<file path="config.mk">
export PLATFORM = sky130hd
export DESIGN_NAME = svm_window_decision
export DESIGN_NICKNAME = d
export VERILOG_FILES = /design/src/rtl/svm_window_decision.sv
export SDC_FILE = /design/constraint.sdc
export NUM_CORES = 1
export LEC_CHECK = 0
export CAP_MARGIN = 0
export CORE_MARGIN = 4
export CORE_UTILIZATION = 30
export CTS_BUF_LIST = sky130_fd_sc_hd__clkbuf_16
export DETAILED_ROUTE_END_ITERATION = 6
export GPL_ROUTABILITY_DRIVEN = 0
export PLACE_DENSITY = 0.46
export SLEW_MARGIN = 10
export SYNTH_ARGS = -nofsm -noshare
export SYNTH_HDL_FRONTEND = slang
export SYNTH_SLANG_ARGS = --single-unit
</file>
<file path="constraint.sdc">
create_clock -name clk -period 9.85 [get_ports clk]
set_clock_uncertainty 0.05 [all_clocks]
set_input_delay 1.4775 -clock clk [delete_from_list [all_inputs] [get_ports clk]]
set_output_delay 1.4775 -clock clk [all_outputs]
set_load 0.05 [all_outputs]
</file>
<file path="src/rtl/svm_window_decision.sv">
// svm_window_decision: bias add with saturation, threshold decision,
// coordinate tagging and detection FIFO for the sliding-window SVM pipeline.
module svm_window_decision #(
   parameter int SWIDTH = 32,
   parameter int WPI    = 40,
   parameter int WPF    = 30,
   parameter int FDEPTH = 4
) (
   input  logic                       clk,
   input  logic                       reset_n,
   input  logic                       frame_start,
   input  logic                       score_valid,
   input  logic signed [SWIDTH-1:0]   score_in,
   input  logic signed [SWIDTH-1:0]   bias,
   input  logic signed [SWIDTH-1:0]   threshold,
   input  logic                       det_ready,
   output logic                       det_valid,
   output logic [$clog2(WPI)-1:0]     det_x,
   output logic [$clog2(WPF)-1:0]     det_y,
   output logic signed [SWIDTH-1:0]   det_margin,
   output logic [15:0]                det_count,
   output logic                       overflow,
   output logic                       frame_done,
   output logic                       busy
);

   localparam int XW = $clog2(WPI);
   localparam int YW = $clog2(WPF);
   localparam int AW = $clog2(FDEPTH);
   localparam int CW = AW + 1;
   localparam logic [XW-1:0] XMAX = XW'(WPI - 1);
   localparam logic [YW-1:0] YMAX = YW'(WPF - 1);

   typedef enum logic [1:0] {IDLE, RUN, FLUSH} state_t;

   state_t                    state_q, state_d;
   logic [XW-1:0]             x_q, x_d;
   logic [YW-1:0]             y_q, y_d;
   logic                      s1_valid_q, s1_valid_d;
   logic [XW-1:0]             s1_x_q, s1_x_d;
   logic [YW-1:0]             s1_y_q, s1_y_d;
   logic signed [SWIDTH-1:0]  s1_margin_q, s1_margin_d;
   logic [15:0]               det_count_q, det_count_d;
   logic                      overflow_q, overflow_d;
   logic [AW-1:0]             wr_ptr_q, wr_ptr_d;
   logic [AW-1:0]             rd_ptr_q, rd_ptr_d;
   logic [CW-1:0]             fcnt_q, fcnt_d;
   logic [XW-1:0]             mem_x_q [FDEPTH];
   logic [XW-1:0]             mem_x_d [FDEPTH];
   logic [YW-1:0]             mem_y_q [FDEPTH];
   logic [YW-1:0]             mem_y_d [FDEPTH];
   logic [SWIDTH-1:0]         mem_m_q [FDEPTH];
   logic [SWIDTH-1:0]         mem_m_d [FDEPTH];

   logic                      restart;
   logic                      accept;
   logic                      last_win;
   logic                      empty;
   logic                      full;
   logic                      pop;
   logic                      push_req;
   logic                      push_ok;
   logic                      drop;
   logic signed [SWIDTH:0]    sum;
   logic signed [SWIDTH-1:0]  sat;

   // Handshake and control qualifiers shared by every process below.
   always_comb begin
      restart  = frame_start && (state_q != IDLE);
      accept   = score_valid && (state_q == RUN) && !frame_start;
      last_win = (x_q == XMAX) && (y_q == YMAX);
      empty    = (fcnt_q == '0);
      full     = (fcnt_q == CW'(FDEPTH));
      pop      = !empty && det_ready;
      push_req = s1_valid_q && (s1_margin_q > threshold);
      push_ok  = push_req && (!full || pop);
      drop     = push_req && full && !pop;
   end

   // Bias add one bit wider than the operands, then clamp to range.
   always_comb begin
      sum = {score_in[SWIDTH-1], score_in} + {bias[SWIDTH-1], bias};
      sat = sum[SWIDTH-1:0];
      if (sum[SWIDTH] != sum[SWIDTH-1]) begin
         sat = sum[SWIDTH] ? {1'b1, {(SWIDTH-1){1'b0}}}
                           : {1'b0, {(SWIDTH-1){1'b1}}};
      end
   end

   // Frame FSM; frame_done marks the FLUSH to IDLE hand-back.
   always_comb begin
      state_d    = state_q;
      frame_done = 1'b0;
      unique case (state_q)
         IDLE: begin
            if (frame_start) state_d = RUN;
         end
         RUN: begin
            if (frame_start) state_d = RUN;
            else if (accept && last_win) state_d = FLUSH;
         end
         FLUSH: begin
            if (frame_start) begin
               state_d = RUN;
            end else if (empty && !s1_valid_q) begin
               state_d    = IDLE;
               frame_done = 1'b1;
            end
         end
         default: state_d = IDLE;
      endcase
   end

   // Raster position, stage-1 capture and per-frame status.
   always_comb begin
      x_d         = x_q;
      y_d         = y_q;
      s1_valid_d  = accept;
      s1_x_d      = s1_x_q;
      s1_y_d      = s1_y_q;
      s1_margin_d = s1_margin_q;
      det_count_d = det_count_q;
      overflow_d  = overflow_q;
      if (frame_start) begin
         x_d         = '0;
         y_d         = '0;
         det_count_d = '0;
         overflow_d  = 1'b0;
      end else begin
         if (accept) begin
            s1_x_d      = x_q;
            s1_y_d      = y_q;
            s1_margin_d = sat;
            if (x_q == XMAX) begin
               x_d = '0;
               y_d = (y_q == YMAX) ? '0 : y_q + 1'b1;
            end else begin
               x_d = x_q + 1'b1;
            end
         end
         if (push_ok && (det_count_q != 16'hFFFF))
            det_count_d = det_count_q + 16'd1;
         if (drop) overflow_d = 1'b1;
      end
   end

   // Detection FIFO; a restart discards everything queued.
   always_comb begin
      wr_ptr_d = wr_ptr_q;
      rd_ptr_d = rd_ptr_q;
      fcnt_d   = fcnt_q;
      mem_x_d  = mem_x_q;
      mem_y_d  = mem_y_q;
      mem_m_d  = mem_m_q;
      if (restart) begin
         wr_ptr_d = '0;
         rd_ptr_d = '0;
         fcnt_d   = '0;
      end else begin
         if (push_ok) begin
            mem_x_d[wr_ptr_q] = s1_x_q;
            mem_y_d[wr_ptr_q] = s1_y_q;
            mem_m_d[wr_ptr_q] = s1_margin_q;
            wr_ptr_d          = wr_ptr_q + 1'b1;
         end
         if (pop) rd_ptr_d = rd_ptr_q + 1'b1;
         fcnt_d = fcnt_q + CW'(push_ok) - CW'(pop);
      end
   end

   // State registers with asynchronous active-low reset.
   always_ff @(posedge clk or negedge reset_n) begin
      if (!reset_n) begin
         state_q     <= IDLE;
         x_q         <= '0;
         y_q         <= '0;
         s1_valid_q  <= 1'b0;
         s1_x_q      <= '0;
         s1_y_q      <= '0;
         s1_margin_q <= '0;
         det_count_q <= '0;
         overflow_q  <= 1'b0;
         wr_ptr_q    <= '0;
         rd_ptr_q    <= '0;
         fcnt_q      <= '0;
         for (int i = 0; i < FDEPTH; i++) begin
            mem_x_q[i] <= '0;
            mem_y_q[i] <= '0;
            mem_m_q[i] <= '0;
         end
      end else begin
         state_q     <= state_d;
         x_q         <= x_d;
         y_q         <= y_d;
         s1_valid_q  <= s1_valid_d;
         s1_x_q      <= s1_x_d;
         s1_y_q      <= s1_y_d;
         s1_margin_q <= s1_margin_d;
         det_count_q <= det_count_d;
         overflow_q  <= overflow_d;
         wr_ptr_q    <= wr_ptr_d;
         rd_ptr_q    <= rd_ptr_d;
         fcnt_q      <= fcnt_d;
         mem_x_q     <= mem_x_d;
         mem_y_q     <= mem_y_d;
         mem_m_q     <= mem_m_d;
      end
   end

   assign det_valid  = !empty;
   assign det_x      = mem_x_q[rd_ptr_q];
   assign det_y      = mem_y_q[rd_ptr_q];
   assign det_margin = mem_m_q[rd_ptr_q];
   assign det_count  = det_count_q;
   assign overflow   = overflow_q;
   assign busy       = (state_q != IDLE);

endmodule

</file>
==> Word-level counts from Yosys, hierarchy flattened <==
Cells that the tools add are included.
{ "word_totals": {"regBits": 253, "latch_bits": 0, "ramBits": 0, "romBits": 0, "input_bits": 101, "output_inout_bits": 63, "wordCells": 127, "memories": 0} }
{ "classes": {"addsub": 8, "n_mul": 0, "div_mod_pow": 0, "order_cmp": 4, "eq_ne": 10, "n_shift": 0, "muxes": 45, "bitwise_logic": 4, "reduce_logical": 32} }
{ "op_table": {"columns": ["op", "n"], "rows": [
  ["$mux W32", 5],
  ["$bwmux W128", 1],
  ["$bmux W32 S2", 1],
  ["$demux W32 S2", 1],
  ["$mux W6", 6],
  ["$mux W5", 7],
  ["$add A32 B32 Y33", 1],
  ["$gt A32 B32 Y1", 1],
  ["$mux W16", 2],
  ["$bwmux W24", 1],
  ["$bwmux W20", 1],
  ["$mux W2", 9],
  ["$add A16 B1 Y16 const B", 1],
  ["$ne A16 B16 Y1 const B", 1],
  ["$reduce_bool A2 Y1", 7],
  ["$logic_and A1 B1 Y1", 13],
  ["$bmux W6 S2", 1],
  ["$demux W6 S2", 1],
  ["$bmux W5 S2", 1],
  ["$demux W5 S2", 1],
  ["$add A6 B1 Y6 const B", 1],
  ["$eq A6 B6 Y1 const B", 1],
  ["$ge A3 B3 Y1 const B", 2],
  ["$not A2 Y3", 2],
  ["other kinds (23)", 35]
]} }

==> Depth between registers and ports, before layout <==
Gate-level depths: netlist of the first run.
{ "depth": {"word_depth": 8, "ltp_mapped": 17, "mapped_depth_nobuf": 17} }

==> Least setup slack after synthesis of the first run <==
No wires, ideal clock.
{ "synth_path": {"kind": "input to output", "start": "input port frame_start", "end": "output port frame_done", "t_arrival_ns": 3.407, "required_time_ns": 8.323, "path_slack_ns": 4.915, "path_stages": 3, "n_path_buf": 2, "cell_sequence": "clkbuf_1 -> buf_1 -> nor4_1"} }
{ "synth_between": {"elab_chain_cells": 2} }
{ "synth_rtl": {"columns": ["element", "line", "source"], "rows": [
  ["from (decl)", "11", "input logic frame_start,"],
  ["$mux W1", "103", "if (frame_start) begin"],
  ["$mux W1", "94", "unique case (state_q)"],
  ["to (decl)", "23", "output logic frame_done,"]
]} }
Every way passes these cells.

==> Final worst setup path of the first run <==
{ "layout_path": {"start": "input port threshold[31]", "end": "register fcnt_q[2]"} }
{ "layout_between": {"elab_chain_cells": 6} }
{ "layout_rtl": {"columns": ["element", "line", "source"], "rows": [
  ["from (decl)", "15", "input logic signed [SWIDTH-1:0] threshold,"],
  ["$gt A32 B32 Y1", "75", "push_req = s1_valid_q && (s1_margin_q > threshold);"],
  ["$logic_and A1 B1 Y1", "75", null],
  ["$logic_and A1 B1 Y1", "76", "push_ok = push_req && (!full || pop);"],
  ["$add A3 B1 Y3", "167", "fcnt_d = fcnt_q + CW'(push_ok) - CW'(pop);"],
  ["$sub A3 B1 Y3", "167", null],
  ["$mux W3", "155", "if (restart) begin"],
  ["named net fcnt_d[2]", "47", "logic [CW-1:0] fcnt_q, fcnt_d;"],
  ["to (signal assigned)", "203", "fcnt_q <= fcnt_d;"],
  ["to (decl)", "47", null]
]} }
The timed path passes the listed nets, and every way through them passes these cells.
A chain may end at the register's enable or synchronous reset.

==> qor.yml, run 1 <==
status:
  run_status: "complete, no violations"
logic_synthesis:
  ys_types: 62
  synthFlopType: "dfrtp_1"
  synth-edff-count: 0
  syn_area_um2: 13700
  synth_top_area_cell: "dfrtp_1"
  async_reset_ff_share_pct: 100
  syn_avg_cell_area_um2: 11.8
  synth.net_count: 1331
  synth-seq-area-share_pct: 46.3
  synth_top_cell_area_share_pct: 46.3
  yosys_warnings: 0
  synthTopCellsByArea: "dfrtp_1 46%, mux2_2 12%, mux4_2 7.1%"
  synth_seq_cells: 253
  syn_inst: 1154
power:
  p_seq_share_pct: 35.9
  ir_drop_mv: 0.189
  power_per_cell_area_nw_per_um2: 226
  switching_share_pct: 35.2
  p_int_mw: 2.46
  power.leakage_nw: 7.73
  clkPwrFrac_pct: 30.3
  comb_power_share_pct: 33.7
  switching_power_mw: 1.34
finish:
  drive_gt1_share_pct: 20.4
  syn2layout_area_growth_pct: 23.2
  antennaDiodeCount: 0
  final_nets: 1483
  final_cell_mix: "251 x dfrtp_1, 162 x clkdlybuf4s50_1, 151 x mux2_2"
  finish.instance_area_um2: 16800
  multi_input_comb_area_um2: 6830
  fin_util_pct: 37.7
  final_common_cell: "dfrtp_1"
  instances_no_fill: 1919
  fill_cells: 4365
  seqCellArea_um2: 6330
timing:
  setup_violations: 0
  hold_viol: 0
  tightest_slew_ps: 930
  rsz0062_at_grt: "false"
  fin_crit_sh_pct: 54.2
  period_needed_ps: 5340
  max_freq_ghz: 0.187
  drv_slew: 0
  slew_headroom_pct: 38.0
  setup_tns_ps: 0
cts:
  cts_resized: 0
  h-tree-depth: 1
  hold_buffers: 0
  clock-sinks: 253
  clock_path_buffers: 3
  clkSlewWorstSetupHoldPaths_ps: 60
  cts_root_buf: "clkbuf_16"
  numCtsBuffers: 29
  cts_tree: "built"
  insertion_delay_ps: 550
  post-cts-setup-buffer-count: 0
worst_setup_path:
  crit_slowest_cell: "nor4_2"
  crit_chain: "clkdlybuf4s50_1, inv_1, ha_1, nand4_1, nor4_2, a31oi_1, and3b_1, mux2i_4, ha_1, inv_1, ha_1, inv_1, fa_1, xor2_1, xnor2_1, nor2_1"
  arrival_ps: 5710
  critPathBufInv: 4
  startpoint_type: "input pin"
  required_ps: 10230
  crit_type: "in2reg"
  end_kind: "register"
  rrSetupSlack_ps: 5400
  crit_family: "adder cells"
  worst-path-max-fanout: 8
  slowest_delay_ps: 680
floorplan:
  coreArea_um2: 44600
  die_y_um: 221
  io_pins: 164
  die-area_um2: 49000
  initial_utilization_pct: 30.6
  die-width_um: 221
  rows: 77
placed_design:
  io_buffers: 163
  placed_cells: 1867
  placed_cell_area_um2: 15800
  dpl.hpwl_mm: 25.4
global_route:
  grt_pass1_vias: 10100
  grt_first_pass_wirelength_mm: 59.2
  gr-total-overflow: 0
  grt_max_degree: 97
  antenna_found_initial: 0
  grt_usage_pct: 14.9
detailed_routing:
  initialDrtViolationCount: 444
  post_drt_wl_per_cell_um: 19.3
  drt_wl_total_mm: 37.0
  drt_pre_antenna_iters: 4
  drcViolationCount: 0
  vias_per_cell: 4.97
  vias: 9538
  ant_nets: 0
min_path:
  hold_path_class: "reg2reg"
flow_run:
  drv_cap: 0
## state kept, by name, summed over array words and instances (netlist names), 2 cells and up
name         count
mem_m_q        128
s1_margin_q     32
mem_x_q         24
mem_y_q         20
det_count       16
s1_x_q           6
x_q              6
s1_y_q           5
y_q              5
fcnt_q           3
rd_ptr_q         2
state_q          2
wr_ptr_q         2
## cell type report
cell class	instances	area share, %
Multi-Input combinational cell	795	40.6
Sequential cell	253	37.6
Timing Repair Buffer	176	10.3
Tap cell	592	4.40
Clock buffer	29	4.31
Clock inverter	23	1.68
Inverter	51	1.14
## kinds of logic after synthesis
family / synth area share [%]
adders and majority gates: 7.07
muxes: 21.7
buffers and inverters: 3.83
and+or+nand+nor: 8.24
AOI/OAI and AO/OA: 10.2
xor gates and xnor gates: 2.63
DFF: 46.3
## routing by layer
layer / share of wire, % / vias to the layer above / GRT usage [%]
met5: 0 / - / 0
met4: 2.0 / 0 / 3.00
met3: 3.6 / 49 / 2.19
met2: 47 / 147 / 24.6
met1: 48 / 4839 / 21.2
li1: - / 4503 / -
## worst reg2reg max path: cells and delay by family (launching register included)
family / cells / cell delay [ps]
AO/OA/AOI/OAI: 1 / 400
multiplexers: 1 / 440
buffers and inverters: 2 / 100
flip-flops: 1 / 490
XOR/XNOR: 2 / 300
AND/OR/NAND/NOR: 4 / 1250
adder cells (fa/ha/maj): 4 / 1310
## power groups by stage
stage | clock network (mW) | logic (mW) | registers (mW)
2_1_floorplan | 0 | 0.917 | 1.30
3_3_place_gp | 0 | 1.29 | 1.39
3_5_place_dp | 0 | 1.30 | 1.39
4_1_cts | 1.19 | 1.31 | 1.37
5_1_grt | 1.23 | 1.39 | 1.39
6_report | 1.15 | 1.28 | 1.37
## cells in the mapped netlist, types with 3 or more instances
cell type,n
and2_1,6
and3_1,11
xnor2_1,26
buf_6,16
clkbuf_1,30
nand3_1,14
mux2_2,151
or3_1,14
o22ai_1,3
nor2b_1,4
inv_1,51
ha_1,74
mux4_2,43
a211oi_1,3
buf_1,5
nor3_1,4
xor2_1,15
dfrtp_1,253
buf_2,4
o21ai_1,3
nor2_4,4
nand2b_1,7
o21ai_0,71
nand2_1,94
or2_2,3
a21boi_0,3
nand4_1,18
nor4_1,3
o211ai_1,7
a21o_1,25
mux2_1,23
a31oi_1,9
a21oi_1,79
and4_1,3
o21a_1,4
o31ai_1,5
nor2_1,35
## final timing paths
check | from | end | cells past startpoint
worst max-delay path | threshold[31] | fcnt_q[2] | 16
worst min-delay path | mem_m_q[5] | mem_m_q[5] | 1
worst max register to register | s1_margin_q[31] | fcnt_q[2] | 14
worst min register to register | mem_m_q[5] | mem_m_q[5] | 1
max in group asynchronous | reset_n | mem_m_q[66] | 3
min in group asynchronous | reset_n | det_count[10] | 1
## through the flow
step | hold WS [ps] | setup WS [ps] | total power [mW]
6_report | 431 | 4510 | 3.80
5_1_grt | 439 | 4190 | 4.01
4_1_cts | 437 | 4510 | 3.87
3_5_place_dp | 423 | 3920 | 2.69
3_3_place_gp | 412 | 3870 | 2.68
2_1_floorplan | 402 | 4920 | 2.22
Power figures use the tool's default switching activity.
==> inputs of run 2 (changes only) <==
Clock period 9.85 ns to 5 ns, I/O delays scaled along.
==> qor.yml, run 2 (synthesized netlist as in run 1, its figures left out) <==
cts:
  cts_tree: "built"
  clock_path_buffers: 3
  insertion_delay_ps: 570
  clock-sinks: 253
  cts_root_buf: "clkbuf_16"
  numCtsBuffers: 30
  hold_buffers: 0
  h-tree-depth: 1
  cts_resized: 0
  clkSlewWorstSetupHoldPaths_ps: 60
  post-cts-setup-buffer-count: 0
worst_setup_path:
  rrSetupSlack_ps: 920
  crit_chain: "clkdlybuf4s50_1, inv_1, ha_1, nand4_1, nor4_2, a31oi_1, and3b_1, mux2i_4, ha_1, inv_1, ha_1, inv_1, fa_1, xor2_1, xnor2_1, nor2_1"
  worst-path-max-fanout: 5
  end_kind: "register"
  crit_slowest_cell: "nor4_2"
  slowest_delay_ps: 710
  worst-r2r-cell-count: 14
  startpoint_type: "input pin"
  arrival_ps: 4660
  timing.rr.end: "fcnt_q[2]"
  required_ps: 5390
  r2r_start: "s1_margin_q[31]"
  crit_type: "in2reg"
finish:
  fill_cells: 4360
  multi_input_comb_area_um2: 6830
  antennaDiodeCount: 0
  drive_gt1_share_pct: 20.6
  instances_no_fill: 1930
  top_register: "mem_m_q"
  fin_util_pct: 37.9
  syn2layout_area_growth_pct: 23.8
  final_common_cell: "dfrtp_1"
  largest_reg_flops: 128
  final_nets: 1492
  seqCellArea_um2: 6330
  top_regs: "mem_m_q (128), s1_margin_q (32), mem_x_q (24)"
  final_cell_mix: "251 x dfrtp_1, 162 x clkdlybuf4s50_1, 151 x mux2_2"
placed_design:
  placed_cells: 1875
  dpl.hpwl_mm: 26.2
  io_buffers: 163
  place_ws_ps: 135
detailed_routing:
  drt_wl_total_mm: 36.8
  vias_per_cell: 4.95
  drcViolationCount: 0
  drt_pre_antenna_iters: 5
  vias: 9555
  post_drt_wl_per_cell_um: 19.0
  initialDrtViolationCount: 412
  ant_nets: 0
power:
  ir_drop_mv: 0.303
  power_per_cell_area_nw_per_um2: 434
  switching_share_pct: 35.9
  switching_power_mw: 2.63
  clkPwrFrac_pct: 28.8
  p_int_mw: 4.71
  power.leakage_nw: 7.78
  comb_power_share_pct: 34.4
  p_seq_share_pct: 36.8
flow_run:
  drv_cap: 0
global_route:
  globalRouteMet2Util_pct: 25.5
  met1_usage_pct: 20.7
  grt_usage_pct: 14.9
  top_usage_layer: "met2"
  grt_max_degree: 105
  grt_pass1_vias: 10300
  gr-total-overflow: 0
  grt_first_pass_wirelength_mm: 59.7
  antenna_found_initial: 0
  met3_usage_pct: 2.16
min_path:
  hold_path_class: "in2async"
timing:
  setup_violations: 0
  drv_slew: 0
  rsz0062_at_grt: "false"
  fin_crit_sh_pct: 85.3
  setup_tns_ps: 0
  tightest_slew_ps: 1030
  hold_viol: 0
  period_needed_ps: 4260
  setup_slack_ps: 736
  slew_headroom_pct: 31.4
  max_freq_ghz: 0.235
floorplan:
  die_y_um: 221
  io_pins: 164
  die-area_um2: 49000
  coreArea_um2: 44600
  rows: 77
  initial_utilization_pct: 30.6
  die-width_um: 221
status:
  run_status: "complete, no violations"
## run 2: how the worst max path moves through the flow
stage | from | to | slack (ps) | cells after the start
after CTS | threshold[31] | fcnt_q[2] | 740 | 16
final | threshold[31] | fcnt_q[2] | 740 | 16
after floorplan | threshold[25] | fcnt_q[2] | 870 | 17
after detailed placement | threshold[31] | fcnt_q[2] | 140 | 16
after global placement | threshold[31] | fcnt_q[2] | 100 | 16
after global routing | threshold[31] | fcnt_q[2] | 530 | 16
## run 2: worst max-delay path, delay by kind of cell
kind / cells / cell delay [ps]
and+or+nand+nor: 4 / 1270
xor gates and xnor gates: 2 / 300
buffers and inverters: 4 / 620
adders and majority gates: 4 / 1170
AOI/OAI and AO/OA: 1 / 380
muxes: 1 / 160
## run 2: cell type report
class	instances	share of cell area [%]
Clock buffer	30	4.44
Clock inverter	25	1.24
Inverter	51	1.13
Multi-Input combinational cell	795	40.3
Sequential cell	253	37.4
Tap cell	592	4.38
Timing Repair Buffer	184	11.0
## run 2: power by group through the flow
stage / Sequential, mW / Combinational [mW] / Clock [mW]
2_1_floorplan: 2.56 / 1.81 / 0
3_3_place_gp: 2.74 / 2.55 / 0
3_5_place_dp: 2.75 / 2.56 / 0
4_1_cts: 2.71 / 2.58 / 2.20
5_1_grt: 2.76 / 2.73 / 2.28
6_report: 2.70 / 2.53 / 2.12
## run 2: stage by stage
stage	total power, mW	area (µm²)	hold slack (ps)
detailed placement	5.31	16000	422
global route	7.77	16900	225
global placement	5.29	16000	413
floorplan	4.37	13700	402
CTS	7.49	16900	200
finish	7.34	16900	144
## run 2: routing by layer
| metal | wire, µm | up-vias |
|---|---|---|
| met5 | 0 | - |
| met4 | 602 | 0 |
| met3 | 1080 | 40 |
| met2 | 17800 | 147 |
| met1 | 17300 | 4849 |
| li1 | - | 4519 |
==> inputs of run 3 (changes only) <==
Settings changed: TNS_END_PERCENT set to 100.
Clock period 5 ns to 4.1 ns, I/O delays scaled along.
==> qor.yml, run 3 (synthesized netlist as in run 1, its figures left out) <==
global_route:
  grt_pass1_vias: 10200
  grt_usage_pct: 15.1
  grt_first_pass_wirelength_mm: 60.1
  gr-total-overflow: 0
  grt_max_degree: 84
  antenna_found_initial: 0
timing:
  fin_crit_sh_pct: 92.3
  setup_violations: 0
  hold-worst-slack_ps: 430
  slew_headroom_pct: 44.0
  drv_slew: 0
  period_needed_ps: 3780
  max_freq_ghz: 0.264
  hold_viol: 0
  rsz0062_at_grt: "false"
  tightest_slew_ps: 840
worst_setup_path:
  arrival_ps: 4170
  r2r_start: "s1_margin_q[25]"
  startpoint: "threshold[25]"
  worst-r2r-cell-count: 16
  crit_type: "in2reg"
  required_ps: 4480
  worstSetupEndpoint: "fcnt_q[2]"
  end_kind: "register"
  worst-path-max-fanout: 2
  startpoint_type: "input pin"
  timing.rr.end: "fcnt_q[2]"
  rrSetupSlack_ps: 350
floorplan:
  coreArea_um2: 44600
  initial_utilization_pct: 30.6
  rows: 77
  io_pins: 164
  die-area_um2: 49000
  die_y_um: 221
  die-width_um: 221
finish:
  final_common_cell: "dfrtp_1"
  finish.instance_area_um2: 17100
  instances_no_fill: 1950
  final_nets: 1513
  drive_gt1_share_pct: 21.5
  fin_util_pct: 38.3
  top_register: "mem_m_q"
  largest_reg_flops: 128
  syn2layout_area_growth_pct: 25.0
  antennaDiodeCount: 0
  top_regs: "mem_m_q (128), s1_margin_q (32), mem_x_q (24)"
  final_cell_mix: "251 x dfrtp_1, 162 x clkdlybuf4s50_1, 151 x mux2_2"
detailed_routing:
  post_drt_wl_per_cell_um: 19.1
  vias_per_cell: 4.94
  drt_pre_antenna_iters: 5
  drt_wl_total_mm: 37.2
  ant_nets: 0
  drcViolationCount: 0
  vias: 9630
  initialDrtViolationCount: 502
cts:
  clock_path_buffers: 3
  cts_tree: "built"
  hold_buffers: 1
  cts_resized: 0
  cts_root_buf: "clkbuf_16"
  clkSlewWorstSetupHoldPaths_ps: 60
  numCtsBuffers: 30
  clock-sinks: 253
  insertion_delay_ps: 560
  h-tree-depth: 1
  post-cts-setup-buffer-count: 0
min_path:
  hold_path_class: "reg2reg"
placed_design:
  io_buffers: 163
  placed_cell_area_um2: 16100
  dpl.hpwl_mm: 26.1
  placed_cells: 1895
flow_run:
  drv_cap: 0
power:
  power_per_cell_area_nw_per_um2: 524
  power.leakage_nw: 7.87
  ir_drop_mv: 0.453
status:
  run_status: "complete, no violations"
-- run 3: layer usage --
metal	vias up	global-route usage [%]	part of all wire [%]
li1	4599	-	-
met1	4839	21.7	48
met2	151	24.5	47
met3	41	2.43	3.4
met4	0	2.60	1.7
met5	-	0	0
-- run 3: worst max-delay path, stage by stage --
cell,delay [ps]
clkdlybuf4s50_1,460
inv_1,40
ha_1,300
a21o_1,180
a21o_1,170
a21oi_1,180
o211ai_1,130
a221o_1,410
a31oi_4,230
mux2i_4,270
ha_1,250
inv_1,50
ha_1,120
inv_1,40
fa_1,360
xor2_1,170
xnor2_1,130
nor2_1,50
-- run 3: final cells by class --
class	count	area [µm²]
clock inverter	23	144
tap	592	741
fill	4379	27500
timing repair buffer	205	2070
sequential	253	6330
multi-input combinational	795	6830
inverter	51	191
clock buffer	31	776
-- run 3: power by group --
part	leakage, nW	internal, mW	switching (mW)
Combinational	3.98	1.38	1.82
Clock	0.483	1.47	1.05
Sequential	3.41	2.89	0.349
Total	7.87	5.74	3.21
-- run 3: worst min-delay path by stage --
stage / depth (start not counted) / slack [ps] / end / from
3_5_place_dp: 1 / 420 / mem_m_q[8] / mem_m_q[8]
6_report: 1 / 430 / mem_m_q[65] / mem_m_q[65]
2_1_floorplan: 0 / 270 / det_count[0] / reset_n
3_3_place_gp: 1 / 410 / mem_m_q[66] / mem_m_q[66]
5_1_grt: 1 / 440 / mem_m_q[66] / mem_m_q[66]
4_1_cts: 1 / 440 / mem_m_q[38] / mem_m_q[38]
-- run 3: stage by stage --
step	TNS [ps]	power, mW	setup WS (ps)
final	0	8.95	316
after global routing	0	9.46	45.7
after CTS	0	9.12	282
after detailed placement	-442	6.52	-262
after global placement	-269	6.51	-230
after floorplan	0	5.32	110
